--- config.mk ---
export PLATFORM = sky130hd
export DESIGN_NAME = alu_sequencer_flat
export DESIGN_NICKNAME = d
export VERILOG_FILES = /design/src/rtl/alu_sequencer_pkg.sv /design/src/rtl/alu_sequencer_if.sv /design/src/rtl/alu_sequencer_decoder.sv /design/src/rtl/alu_sequencer.sv /design/src/flat_wrapper.sv
export SDC_FILE = /design/constraint.sdc
export NUM_CORES = 1
export LEC_CHECK = 0
export CORE_MARGIN = 3
export CORE_UTILIZATION = 39
export CTS_CLUSTER_SIZE = 28
export DETAILED_ROUTE_END_ITERATION = 10
export PLACE_DENSITY = 0.82
export SLEW_MARGIN = 20
export SYNTH_ARGS = -nofsm -noshare
export SYNTH_HDL_FRONTEND = slang
export SYNTH_SLANG_ARGS = --single-unit
--- constraint.sdc ---
create_clock -name clk -period 1.6 [get_ports clk]
set_clock_uncertainty 0.15 [all_clocks]
set_input_delay 0.32 -clock clk [delete_from_list [all_inputs] [get_ports clk]]
set_output_delay 0.32 -clock clk [all_outputs]
set_load 0.01 [all_outputs]
--- src/rtl/alu_sequencer_pkg.sv ---
// Shared constants, FSM state encoding and decode helpers for the ALU sequencer.
package alu_sequencer_pkg;

    localparam int DEF_XLEN       = 32;
    localparam int DEF_REG_ADDR_W = 5;
    localparam int DEF_CNT_W      = 32;

    localparam logic [6:0] OPC_OP_IMM = 7'b0010011;
    localparam logic [6:0] OPC_OP     = 7'b0110011;
    localparam logic [6:0] F7_BASE    = 7'b0000000;

    localparam logic [2:0] F3_SLL = 3'b001;
    localparam logic [2:0] F3_SRX = 3'b101;

    typedef enum logic [2:0] {
        S_IDLE   = 3'd0,
        S_DECODE = 3'd1,
        S_READ   = 3'd2,
        S_EXEC   = 3'd3,
        S_WB     = 3'd4,
        S_TRAP   = 3'd5
    } state_e;

    // Immediate shifts reuse imm[11:5] as funct7 and must leave it zero.
    function automatic logic is_shift_f3(input logic [2:0] funct3);
        return (funct3 == F3_SLL) || (funct3 == F3_SRX);
    endfunction

endpackage

--- src/rtl/alu_sequencer_if.sv ---
// Bundle of the instruction handshake, register-file ports and ALU ports around the sequencer.
interface alu_sequencer_if
    import alu_sequencer_pkg::*;
#(
    parameter int XLEN       = DEF_XLEN,
    parameter int REG_ADDR_W = DEF_REG_ADDR_W,
    parameter int CNT_W      = DEF_CNT_W
);

    logic                  instr_valid;
    logic                  instr_ready;
    logic [31:0]           instr;
    logic [REG_ADDR_W-1:0] rd_address_a;
    logic [REG_ADDR_W-1:0] rd_address_b;
    logic [XLEN-1:0]       data_out_a;
    logic [XLEN-1:0]       data_out_b;
    logic [2:0]            alu_opcode;
    logic [XLEN-1:0]       alu_left;
    logic [XLEN-1:0]       alu_right;
    logic [XLEN-1:0]       alu_result;
    logic                  wr_enable;
    logic [REG_ADDR_W-1:0] wr_address;
    logic [XLEN-1:0]       wr_data;
    logic                  retired;
    logic                  illegal;
    logic [CNT_W-1:0]      retire_count;

    modport slave (
        input  instr_valid, instr, data_out_a, data_out_b, alu_result,
        output instr_ready, rd_address_a, rd_address_b, alu_opcode, alu_left, alu_right,
               wr_enable, wr_address, wr_data, retired, illegal, retire_count
    );

    modport master (
        output instr_valid, instr, data_out_a, data_out_b, alu_result,
        input  instr_ready, rd_address_a, rd_address_b, alu_opcode, alu_left, alu_right,
               wr_enable, wr_address, wr_data, retired, illegal, retire_count
    );

endinterface

--- src/rtl/alu_sequencer_decoder.sv ---
// Combinational field extraction and legality check for OP-IMM / OP instruction words.
module alu_sequencer_decoder
    import alu_sequencer_pkg::*;
#(
    parameter int XLEN       = DEF_XLEN,
    parameter int REG_ADDR_W = DEF_REG_ADDR_W
) (
    input  logic [31:0]           instr_i,
    output logic [REG_ADDR_W-1:0] rs1_o,
    output logic [REG_ADDR_W-1:0] rs2_o,
    output logic [REG_ADDR_W-1:0] rd_o,
    output logic [2:0]            funct3_o,
    output logic [XLEN-1:0]       imm_sext_o,
    output logic                  is_op_o,
    output logic                  is_op_imm_o,
    output logic                  legal_o
);

    logic [6:0] funct7_s;

    assign rs1_o       = REG_ADDR_W'(instr_i[19:15]);
    assign rs2_o       = REG_ADDR_W'(instr_i[24:20]);
    assign rd_o        = REG_ADDR_W'(instr_i[11:7]);
    assign funct3_o    = instr_i[14:12];
    assign funct7_s    = instr_i[31:25];
    assign imm_sext_o  = {{(XLEN-12){instr_i[31]}}, instr_i[31:20]};
    assign is_op_o     = (instr_i[6:0] == OPC_OP);
    assign is_op_imm_o = (instr_i[6:0] == OPC_OP_IMM);

    // The ALU has no alternate-function bit, so any non-zero funct7 on OP is rejected.
    always_comb begin
        legal_o = 1'b0;
        if (is_op_imm_o) begin
            if (is_shift_f3(funct3_o)) begin
                legal_o = (funct7_s == F7_BASE);
            end else begin
                legal_o = 1'b1;
            end
        end else if (is_op_o) begin
            legal_o = (funct7_s == F7_BASE);
        end else begin
            legal_o = 1'b0;
        end
    end

endmodule

--- src/rtl/alu_sequencer.sv ---
// Multi-cycle controller: DECODE -> READ -> EXEC -> WB for OP-IMM / OP, DECODE -> TRAP otherwise.
// Sole writer of the register file; suppresses x0 writes and counts retired instructions.
module alu_sequencer
    import alu_sequencer_pkg::*;
#(
    parameter int XLEN       = DEF_XLEN,
    parameter int REG_ADDR_W = DEF_REG_ADDR_W,
    parameter int CNT_W      = DEF_CNT_W
) (
    input  logic           clk,
    input  logic           rst,
    alu_sequencer_if.slave bus
);

    state_e                state_q;
    state_e                state_d;
    logic [31:0]           instr_q;
    logic                  ready_q;
    logic                  wr_en_q;
    logic                  retired_q;
    logic                  illegal_q;
    logic [XLEN-1:0]       opa_q;
    logic [XLEN-1:0]       opb_q;
    logic [2:0]            alu_op_q;
    logic [XLEN-1:0]       wr_data_q;
    logic [REG_ADDR_W-1:0] wr_addr_q;
    logic [CNT_W-1:0]      cnt_q;

    logic [REG_ADDR_W-1:0] rs1_s;
    logic [REG_ADDR_W-1:0] rs2_s;
    logic [REG_ADDR_W-1:0] rd_s;
    logic [2:0]            funct3_s;
    logic [XLEN-1:0]       imm_sext_s;
    logic                  is_op_s;
    logic                  is_op_imm_s;
    logic                  legal_s;
    logic                  accept_s;

    alu_sequencer_decoder #(
        .XLEN       (XLEN),
        .REG_ADDR_W (REG_ADDR_W)
    ) u_decoder (
        .instr_i     (instr_q),
        .rs1_o       (rs1_s),
        .rs2_o       (rs2_s),
        .rd_o        (rd_s),
        .funct3_o    (funct3_s),
        .imm_sext_o  (imm_sext_s),
        .is_op_o     (is_op_s),
        .is_op_imm_o (is_op_imm_s),
        .legal_o     (legal_s)
    );

    // ready_q is high exactly while in IDLE, so it doubles as the accept qualifier.
    assign accept_s = bus.instr_valid && ready_q;

    // Next-state logic for the fixed phase sequence.
    always_comb begin
        state_d = state_q;
        case (state_q)
            S_IDLE: begin
                if (accept_s) begin
                    state_d = S_DECODE;
                end else begin
                    state_d = S_IDLE;
                end
            end
            S_DECODE: begin
                if (legal_s) begin
                    state_d = S_READ;
                end else begin
                    state_d = S_TRAP;
                end
            end
            S_READ:  state_d = S_EXEC;
            S_EXEC:  state_d = S_WB;
            S_WB:    state_d = S_IDLE;
            S_TRAP:  state_d = S_IDLE;
            default: state_d = S_IDLE;
        endcase
    end

    // Control registers: state, handshake ready and the one-cycle status pulses.
    always_ff @(posedge clk) begin
        if (rst) begin
            state_q   <= S_IDLE;
            instr_q   <= '0;
            ready_q   <= 1'b1;
            wr_en_q   <= 1'b0;
            retired_q <= 1'b0;
            illegal_q <= 1'b0;
            cnt_q     <= '0;
        end else begin
            state_q   <= state_d;
            ready_q   <= (state_d == S_IDLE);
            illegal_q <= (state_q == S_DECODE) && !legal_s;
            retired_q <= (state_q == S_EXEC);
            wr_en_q   <= (state_q == S_EXEC) && (rd_s != '0);
            if (accept_s) begin
                instr_q <= bus.instr;
            end
            if (state_q == S_EXEC) begin
                cnt_q <= cnt_q + CNT_W'(1);
            end
        end
    end

    // Datapath registers: operands feed the ALU from EXEC onward and hold afterwards.
    always_ff @(posedge clk) begin
        if (rst) begin
            opa_q     <= '0;
            opb_q     <= '0;
            alu_op_q  <= 3'd0;
            wr_data_q <= '0;
            wr_addr_q <= '0;
        end else begin
            if (state_q == S_READ) begin
                opa_q    <= bus.data_out_a;
                alu_op_q <= funct3_s;
                if (is_op_s) begin
                    opb_q <= bus.data_out_b;
                end else if (is_op_imm_s) begin
                    opb_q <= imm_sext_s;
                end
            end
            if (state_q == S_EXEC) begin
                wr_data_q <= bus.alu_result;
                wr_addr_q <= rd_s;
            end
        end
    end

    assign bus.instr_ready  = ready_q;
    assign bus.rd_address_a = rs1_s;
    assign bus.rd_address_b = rs2_s;
    assign bus.alu_opcode   = alu_op_q;
    assign bus.alu_left     = opa_q;
    assign bus.alu_right    = opb_q;
    // A reset arriving during WB must cancel the write in that very cycle.
    assign bus.wr_enable    = wr_en_q && !rst;
    assign bus.wr_address   = wr_addr_q;
    assign bus.wr_data      = wr_data_q;
    assign bus.retired      = retired_q;
    assign bus.illegal      = illegal_q;
    assign bus.retire_count = cnt_q;

endmodule
--- src/flat_wrapper.sv ---
// flat-port wrapper written by rule: the top's interface ports become plain ports
module alu_sequencer_flat import alu_sequencer_pkg::*;
#(
    parameter int XLEN       = DEF_XLEN,
    parameter int REG_ADDR_W = DEF_REG_ADDR_W,
    parameter int CNT_W      = DEF_CNT_W
)
  (clk, rst, bus_instr_valid, bus_instr, bus_data_out_a, bus_data_out_b, bus_alu_result, bus_instr_ready, bus_rd_address_a, bus_rd_address_b, bus_alu_opcode, bus_alu_left, bus_alu_right, bus_wr_enable, bus_wr_address, bus_wr_data, bus_retired, bus_illegal, bus_retire_count);
  alu_sequencer_if #(.XLEN(XLEN), .REG_ADDR_W(REG_ADDR_W), .CNT_W(CNT_W)) bus_i ();
  input  logic clk;
  input  logic rst;
  input wire logic [$bits(bus_i.instr_valid)-1:0] bus_instr_valid;
  input wire logic [$bits(bus_i.instr)-1:0] bus_instr;
  input wire logic [$bits(bus_i.data_out_a)-1:0] bus_data_out_a;
  input wire logic [$bits(bus_i.data_out_b)-1:0] bus_data_out_b;
  input wire logic [$bits(bus_i.alu_result)-1:0] bus_alu_result;
  output wire logic [$bits(bus_i.instr_ready)-1:0] bus_instr_ready;
  output wire logic [$bits(bus_i.rd_address_a)-1:0] bus_rd_address_a;
  output wire logic [$bits(bus_i.rd_address_b)-1:0] bus_rd_address_b;
  output wire logic [$bits(bus_i.alu_opcode)-1:0] bus_alu_opcode;
  output wire logic [$bits(bus_i.alu_left)-1:0] bus_alu_left;
  output wire logic [$bits(bus_i.alu_right)-1:0] bus_alu_right;
  output wire logic [$bits(bus_i.wr_enable)-1:0] bus_wr_enable;
  output wire logic [$bits(bus_i.wr_address)-1:0] bus_wr_address;
  output wire logic [$bits(bus_i.wr_data)-1:0] bus_wr_data;
  output wire logic [$bits(bus_i.retired)-1:0] bus_retired;
  output wire logic [$bits(bus_i.illegal)-1:0] bus_illegal;
  output wire logic [$bits(bus_i.retire_count)-1:0] bus_retire_count;
  assign bus_i.instr_valid = bus_instr_valid;
  assign bus_i.instr = bus_instr;
  assign bus_i.data_out_a = bus_data_out_a;
  assign bus_i.data_out_b = bus_data_out_b;
  assign bus_i.alu_result = bus_alu_result;
  assign bus_instr_ready = bus_i.instr_ready;
  assign bus_rd_address_a = bus_i.rd_address_a;
  assign bus_rd_address_b = bus_i.rd_address_b;
  assign bus_alu_opcode = bus_i.alu_opcode;
  assign bus_alu_left = bus_i.alu_left;
  assign bus_alu_right = bus_i.alu_right;
  assign bus_wr_enable = bus_i.wr_enable;
  assign bus_wr_address = bus_i.wr_address;
  assign bus_wr_data = bus_i.wr_data;
  assign bus_retired = bus_i.retired;
  assign bus_illegal = bus_i.illegal;
  assign bus_retire_count = bus_i.retire_count;
  alu_sequencer #(.XLEN(XLEN), .REG_ADDR_W(REG_ADDR_W), .CNT_W(CNT_W)) u_core (.clk(clk), .rst(rst), .bus(bus_i));
endmodule
== Word level (Yosys, flattened, before mapping) ==
Cells that the tools add are included.
Word-level totals
  input bits: 131
  register bits after elaboration: 175
  output and inout port bits: 150
Operators by class
  muxes and demuxes: 8
  $add $sub $neg: 1
  reduce and logical (&&, ||, !) cells: 13
  equality and inequality tests: 7
Operators by type and width (number)
  $mux W32: 2
  $add A32 B1 Y32 const B: 1
  $pmux W3 S4: 1
  $eq A7 B5 Y1 const B: 1
  $eq A7 B6 Y1 const B: 1
  $logic_not A7 Y1: 1
  $eq A3 B1 Y1 const B: 2
  $eq A3 B2 Y1 const B: 2
  $logic_not A3 Y1: 2
  $reduce_bool A5 Y1: 1
  $logic_and A1 B1 Y1: 4
  $mux W1: 4
  $eq A3 B3 Y1 const B: 1
  $mux W3: 1
  $logic_not A1 Y1: 2
  $reduce_and A2 Y1: 1
  $reduce_bool A2 Y1: 1
  $logic_or A1 B1 Y1: 1

== Depth between registers and ports, before layout ==
Gate-level depths: netlist of run 1.
  depth after elaboration: 7
  gate-level depth with buffers: 7
  depth with buffers taken out: 5

== Hierarchy ==
A second synthesis of run 1 with hierarchy kept.
Unflattened totals
  cell total of the unflattened synthesis: 860
  area, all modules: 7093.1 µm²
By module, submodules not included
  alu_sequencer: area each 6657.6 µm², cells each 799, seq. area each 3503.4 µm², times used 1
  alu_sequencer_decoder: area each 435.4 µm², cells each 61, seq. area each 0.0 µm², times used 1

== Worst setup path before layout of run 1 ==
Ideal clock, no wire load.
  path type: reg-to-reg
  start: register u_core.cnt_q[2] (netlist: u_core.bus.retire_count[2])
  end: register u_core.cnt_q[30] (netlist: u_core.bus.retire_count[30])
  arrival: 1.436 ns
  cell stages (with the launch flop): 7
  path slack: -0.113 ns
  cells stage by stage: dfxtp_1 -> and4_4 -> nand3_4 -> buf_6 -> nor4_2 -> xnor2_1 -> nor2_1
On the way
  cells in the longest elaborated chain, start to end: 1
RTL lines
  start, declared: line alu_sequencer.sv:27  | logic [CNT_W-1:0] cnt_q;
  start signal, assigned: line alu_sequencer.sv:103  | cnt_q <= cnt_q + CNT_W'(1);
  $add A32 B1 Y32: line alu_sequencer.sv:103
Every way passes these cells.
A chain may end at the register's enable or synchronous reset.

== Worst setup path after layout of run 1 ==
  start: register u_core.state_q[2]
  end: register u_core.cnt_q[14] (netlist: u_core.bus.retire_count[14])
On the way
  cells in the longest elaborated chain, start to end: 1
RTL lines
  start, declared: line alu_sequencer.sv:15  | state_e state_q;
  start signal, assigned: line alu_sequencer.sv:94  | state_q <= state_d;
  $eq A3 B2 Y1: line alu_sequencer.sv:102  | if (state_q == S_EXEC) begin
Every way passes these cells.

==> results of run 1 <==
layout make-up:
type	instances	area [µm²]	area share, %
Clock buffer	18	439.2	3.917
Clock inverter	14	108.9	0.9709
Inverter	8	30.03	0.2678
Multi-Input combinational cell	567	3317	29.58
Sequential cell	175	3546	31.63
Tap cell	220	275.3	2.455
Timing Repair Buffer	371	3496	31.18
metal layers:
| layer | up-vias | GRT usage (%) | wire length, µm |
|---|---|---|---|
| met5 | - | 0 | 0 |
| met4 | 0 | 8.038 | 450 |
| met3 | 35 | 8.546 | 1915 |
| met2 | 266 | 39.78 | 11940 |
| met1 | 3283 | 23.25 | 8361 |
| li1 | 3361 | - | - |
per-stage QoR:
step                hold WS [ns]  setup slack (ns)  power [mW]
CTS                       0.1332          -0.09851       9.255
finish                    0.1621           -0.1290       9.170
floorplan                 0.2816          -0.03940       4.859
global placement          0.2906          -0.09995       5.336
global route              0.1615           -0.2226       9.524
detailed placement        0.2953           -0.1591       5.348
cells by family after synthesis:
family | after synthesis
DFF | 175
and+or+nand+nor | 354
adders and majority gates | 1
buffers and inverters | 75
muxes | 11
AOI/OAI and AO/OA | 174
xor gates and xnor gates | 26
report_power, final:
| part | switching [mW] | leakage, nW | internal (mW) |
|---|---|---|---|
| Clock | 1.83 | 0.279 | 2.06 |
| Sequential | 0.0481 | 1.43 | 4.42 |
| Combinational | 0.342 | 3.15 | 0.471 |
worst max-delay path: cells and delay by family, from the launching register on:
| family | cells | cell delay (ns) |
|---|---|---|
| xor+xnor | 1 | 0.15 |
| simple gates | 4 | 0.85 |
| buf+inv | 1 | 0.14 |
| flops | 1 | 0.32 |
sequential cells by signal (all words and copies together), names as in the netlist, 3 cells and up:
register,count
u_core.bus.alu_opcode,3
u_core.state_q,3
u_core.bus.alu_right,32
u_core.bus.alu_left,32
u_core.bus.retire_count,32
u_core.bus.wr_data,32
u_core.bus.wr_address,5
u_core.instr_q,32
Yosys cell counts (all sizes together), types with 2 or more instances:
| cell type | number |
|---|---|
| a211oi | 32 |
| a21oi | 132 |
| and2 | 5 |
| and3 | 4 |
| and4 | 4 |
| buf | 28 |
| clkbuf | 39 |
| dfxtp | 175 |
| inv | 8 |
| mux2i | 11 |
| nand2 | 222 |
| nand2b | 3 |
| nand3 | 11 |
| nand4 | 6 |
| nor2 | 64 |
| nor2b | 2 |
| nor3 | 13 |
| nor4 | 9 |
| o21ai | 6 |
| o31ai | 2 |
| or3 | 4 |
| or4 | 2 |
| xnor2 | 21 |
| xor2 | 5 |
path summary, 6_finish.rpt:
| path | from | to | slack (ns) | cells after the start |
|---|---|---|---|---|
| max | u_core.state_q[2]$_SDFF_PP0_ | u_core.bus.retire_count[14]$_SDFFE_PP0P_ | -0.13 | 6 |
| min | rst | u_core.bus.instr_ready$_SDFF_PP1_ | 0.16 | 4 |
| max reg2reg | u_core.state_q[2]$_SDFF_PP0_ | u_core.bus.retire_count[14]$_SDFFE_PP0P_ | -0.13 | 6 |
| min reg2reg | u_core.bus.alu_left[0]$_SDFFE_PP0P_ | u_core.bus.alu_left[0]$_SDFFE_PP0P_ | 0.30 | 2 |
repair_timing:
| action | 4_1_cts | 5_1_grt |
|---|---|---|
| buffers inserted | 12 | 4 |
| hold buffers | 0 | 0 |
| endpoints found under the hold margin | 0 | 0 |
| endpoints found under the setup margin | 206 | 108 |
| pin swaps | 20 | 26 |
| gates cloned | 5 | 1 |
| gates resized for setup | 241 | 79 |
==> results.yml, run 1 <==
synthesis:
  ys_ff_latch: 175
  synth_top_area_share_pct: 51.86
  ys_types: 43
  synth_area_mm2: 0.006755
  avgSynthCellArea_um2: 8.278
  yosysSeqAreaShare_pct: 51.86
  synth-main-ff-cell: "dfxtp_1"
  synth_edf_count: 0
  ys_async_sr_fraction_pct: 0
  ys.warnings.count: 0
  synthSimpleGateAreaFrac_pct: 23.47
  synthTopCellsByArea: "dfxtp_1 52%, nand2_1 12%, a21oi_1 9.8%"
  synth_compound_area_share_pct: 14.26
  syn_nets: 948
  syn_inst: 816
  synth-xor-area-share_pct: 3.371
  synthMuxAreaShare_pct: 1.630
  synth_adder_area_share_pct: 0.1852
  synth_top_family_by_area: "simple AND/OR/NAND/NOR gates"
  synth_area_leader_cell: "dfxtp_1"
sta:
  fin_ws_ns: -0.1290
  fin_crit_sh_pct: 108.1
  setup_tns_ns: -2.925
  slew_headroom_pct: 77.17
  hold_viol: 0
  finalMaxSlewViolations: 0
  setup_viol: 57
  max_slew.worst_pin.slew_ns: 0.3424
  layout_min_cycle_time_ns: 1.729
  rsz0062_at_grt: "yes"
  max_freq_ghz: 0.5784
layout:
  final_cell_mix: "220 x nand2_1, 147 x dfxtp_1, 131 x a21oi_1"
  finalNetCount: 1272
  final_layout_size_suffix_gt1_share_pct: 20.99
  syn_to_final_growth_pct: 65.98
  utilization_pct: 66.90
  stdcell_area_mm2: 0.01121
  diodes: 0
  fillers: 1324
  final_cells: 1373
  layout_commonest_cell: "nand2_1"
critical_path:
  worst_ep_arrival_time_ns: 1.88
  worstSetupPathType: "reg2reg"
  max_stage_delay_ns: 0.35
  worstPathRequired_ns: 1.75
  cp-end-kind: "register"
  cp-start-kind: "register"
  crit_chain: "and3b_2 -> buf_6 -> nand3_4 -> nor3_4 -> xnor2_1 -> nor2_1"
  crit_fanout: 6
  crit_slowest_cell: "and3b_2"
clocking:
  clkSlewWorstSetupHoldPaths_ns: 0.07
  clk_path_buf_depth: 2
  cts_tree: "built"
  clk_latency_ns: 0.42
  htree_levels: 4
  clock_sinks: 175
  numCtsBuffers: 17
  clock-root-buffer: "clkbuf_16"
power_and_ir_drop:
  ir_worst_vdd_v: 0.0007005
  power.leakage_nw: 4.855
  p_per_area_mw_per_mm2: 817.8
drt:
  ant_nets: 0
  drt-total-wl_um: 22660
  num_vias: 6945
  dr.pass1.iters: 4
  vias_per_cell: 5.058
  drc: 0
  drtIter0Drc: 258
  wl_per_cell_um: 16.50
outcome:
  violations: "setup timing"
  status: "complete, but fails checks"
global_route:
  grt_max_degree: 72
  antenna_found_initial: 0
  grt_pass1_wl_um: 33110
  first_global_vias: 6656
  grt_usage_pct: 22.09
  grt_overflow: 0
placement:
  gp_congestion: 0.7847
  portBuffers: 280
  placed_cells: 1321
  postPlaceCellArea_mm2: 0.01026
  dp_hpwl_um: 14560
floorplan:
  ios: 281
  row_count: 47
  die_area_mm2: 0.01894
  die_w_um: 137.6
  initial_core_util_pct: 40.31
  core_area_mm2: 0.01676
  die_y_um: 137.6
min_path:
  hp-class: "in2reg"
run:
  maxCapViolations: 0
(Power assumes the default switching activity.)
==> run 2: changes to the inputs <==
CORE_MARGIN = unset   (was 3)
CORE_UTILIZATION = 40   (was 39)
CTS_BUF_LIST = sky130_fd_sc_hd__clkbuf_2 sky130_fd_sc_hd__clkbuf_4 sky130_fd_sc_hd__clkbuf_8   (was unset)
PLACE_DENSITY = 0.84   (was 0.82)
SLEW_MARGIN = 0   (was 20)
==> run 2 against run 1 <==
The run still ends with setup timing left. Flip-flop and latch count unchanged. Fmax decreased by 2.5%. Register-to-register slack got worse by 0.04 ns. Total power decreased by 6.5%. Clock-buffer cell count decreased by 1. Final cell count increased by 0.36%. Critical path depth increased by 1. Critical endpoint is now u_core.bus.retire_count[30]$_SDFFE_PP0P_.
==> results.yml, run 2 (same netlist as run 1, synthesis figures left out) <==
outcome:
  status: "complete, but fails checks"
  violations: "setup timing"
drt:
  drtIter0Drc: 446
  wl_per_cell_um: 16.92
  drt-met1-wl_um: 8924
  ant_nets: 0
  top_layer: "met4"
  vias_per_cell: 5.107
  wl_met3_um: 1715
  num_vias: 7038
  drt-total-wl_um: 23310
  met2_length_um: 12120
  dr.pass1.iters: 5
  drc: 0
layout:
  final_layout_size_suffix_gt1_share_pct: 26.86
  layout_commonest_cell: "nand2_1"
  regArea_mm2: 0.003565
  final_cell_mix: "221 x nand2_1, 132 x a21oi_1, 132 x dfxtp_1"
  multi_input_area_mm2: 0.003416
  diodes: 0
  fillers: 1218
  finalNetCount: 1277
  stdcell_area_mm2: 0.01129
  syn_to_final_growth_pct: 67.10
sta:
  fin_crit_sh_pct: 110.8
  hold_viol: 0
  max_freq_ghz: 0.5640
  setup_tns_ns: -4.213
  slew_headroom_pct: 72.54
  setup_viol: 56
  fin_ws_ns: -0.1730
  layout_min_cycle_time_ns: 1.773
  max_slew.worst_pin.slew_ns: 0.4119
  finalMaxSlewViolations: 0
  rsz0062_at_grt: "yes"
min_path:
  min_to: "u_core.state_q[2]$_SDFF_PP0_"
  hold_depth: 5
  worstHoldStart: "rst"
  hp-class: "in2reg"
floorplan:
  row_count: 47
  die_w_um: 132.0
  die_area_mm2: 0.01741
  die_y_um: 132.0
  initial_core_util_pct: 40.88
  ios: 281
  core_area_mm2: 0.01652
clocking:
  clk_latency_ns: 0.46
  clock-root-buffer: "clkbuf_8"
  htree_levels: 4
  clkSlewWorstSetupHoldPaths_ns: 0.10
  numCtsBuffers: 17
  clock_sinks: 175
  clk_path_buf_depth: 2
  cts_tree: "built"
global_route:
  antenna_found_initial: 0
  first_global_vias: 7078
  grt_pass1_wl_um: 35790
  grt_max_degree: 73
  grt_usage_pct: 25.56
  grt_overflow: 0
placement:
  dp_slack_ns: -0.1470
  postPlaceCellArea_mm2: 0.01024
  gp_congestion: 0.8439
  dp_hpwl_um: 14070
  portBuffers: 280
critical_path:
  reg2regPathDepth: 7
  cp-end-kind: "register"
  crit_chain: "and3b_2 -> buf_4 -> buf_12 -> nand3_4 -> nor4_4 -> xnor2_1 -> nor2_1"
  worstSetupPathType: "reg2reg"
  crit_slowest_cell: "and3b_2"
  timing.reg2reg.setup_slack_ns: -0.17
  cp-start-kind: "register"
  crit_fanout: 6
  worstPathRequired_ns: 1.80
  worst_ep_arrival_time_ns: 1.97
  r2r_end: "u_core.bus.retire_count[30]$_SDFFE_PP0P_"
  max_stage_delay_ns: 0.32
  r2r-start: "u_core.state_q[2]$_SDFF_PP0_"
power_and_ir_drop:
  p_per_area_mw_per_mm2: 759.9
  power.leakage_nw: 4.654
  ir_worst_vdd_v: 0.0004412
run:
  maxCapViolations: 0
-- run 2: worst max-delay path: cells and delay by family, from the launching register on --
kind / cells / cell delay (ns)
and+or+nand+nor: 4 / 0.81
DFF: 1 / 0.31
buffers and inverters: 2 / 0.24
xor gates and xnor gates: 1 / 0.16
-- run 2: repair_timing --
| item | 4_1_cts | 5_1_grt |
|---|---|---|
| gates cloned | 6 | 1 |
| hold buffers | 0 | 0 |
| setup buffers | 12 | 13 |
| endpoints found under the setup margin | 206 | 171 |
| gates resized for setup | 337 | 119 |
| pin swaps | 38 | 30 |
-- run 2: worst max-delay path by stage --
stage                                                     to                               startpoint  slack (ns)
global placement                u_core.state_q[0]$_SDFF_PP0_          u_core.instr_q[27]$_SDFFE_PP0N_       -0.09
finish              u_core.bus.retire_count[30]$_SDFFE_PP0P_             u_core.state_q[2]$_SDFF_PP0_       -0.17
global route        u_core.bus.retire_count[30]$_SDFFE_PP0P_             u_core.state_q[2]$_SDFF_PP0_       -0.20
CTS                    u_core.bus.alu_right[27]$_SDFFE_PP0P_           u_core.instr_q[2]$_SDFFE_PP0N_       -0.11
floorplan           u_core.bus.retire_count[25]$_SDFFE_PP0P_  u_core.bus.retire_count[2]$_SDFFE_PP0P_       -0.04
detailed placement              u_core.state_q[0]$_SDFF_PP0_          u_core.instr_q[27]$_SDFFE_PP0N_       -0.15
-- run 2: layout make-up --
class	instances	share of cell area, %
timing repair buffer	376	31.72
sequential	175	31.58
multi-input combinational	567	30.26
tap	220	2.438
clock buffer	17	2.073
clock inverter	15	1.663
inverter	8	0.2660
-- run 2: per-stage QoR --
step,hold slack (ns),power [mW],std cells,util (%)
after floorplan,0.2816,4.859,816,-
after detailed placement,0.2965,5.355,1317,61.98
after global placement,0.2904,5.344,1317,61.98
final,0.2240,8.578,1378,68.31
after CTS,0.1691,8.603,1367,66.93
after global routing,0.2350,8.899,1378,68.31
-- run 2: routing by layer --
layer	vias up	global-route usage [%]
met5	-	0
met3	41	7.151
met2	284	45.62
met1	3344	28.35
li1	3369	-
met4	0	10.92
-- run 2: power breakdown --
part           switching (mW)  total (mW)  internal, mW
combinational           0.363       0.834         0.471
clock                    1.71        3.27          1.56
sequential             0.0524        4.47          4.42
total                    2.13        8.58          6.45
==> run 3: changes to the inputs <==
CTS_CLUSTER_SIZE = unset   (was 28)
==> results of run 3 <==
Final layout, timing and power as in run 2 (identical DEF).
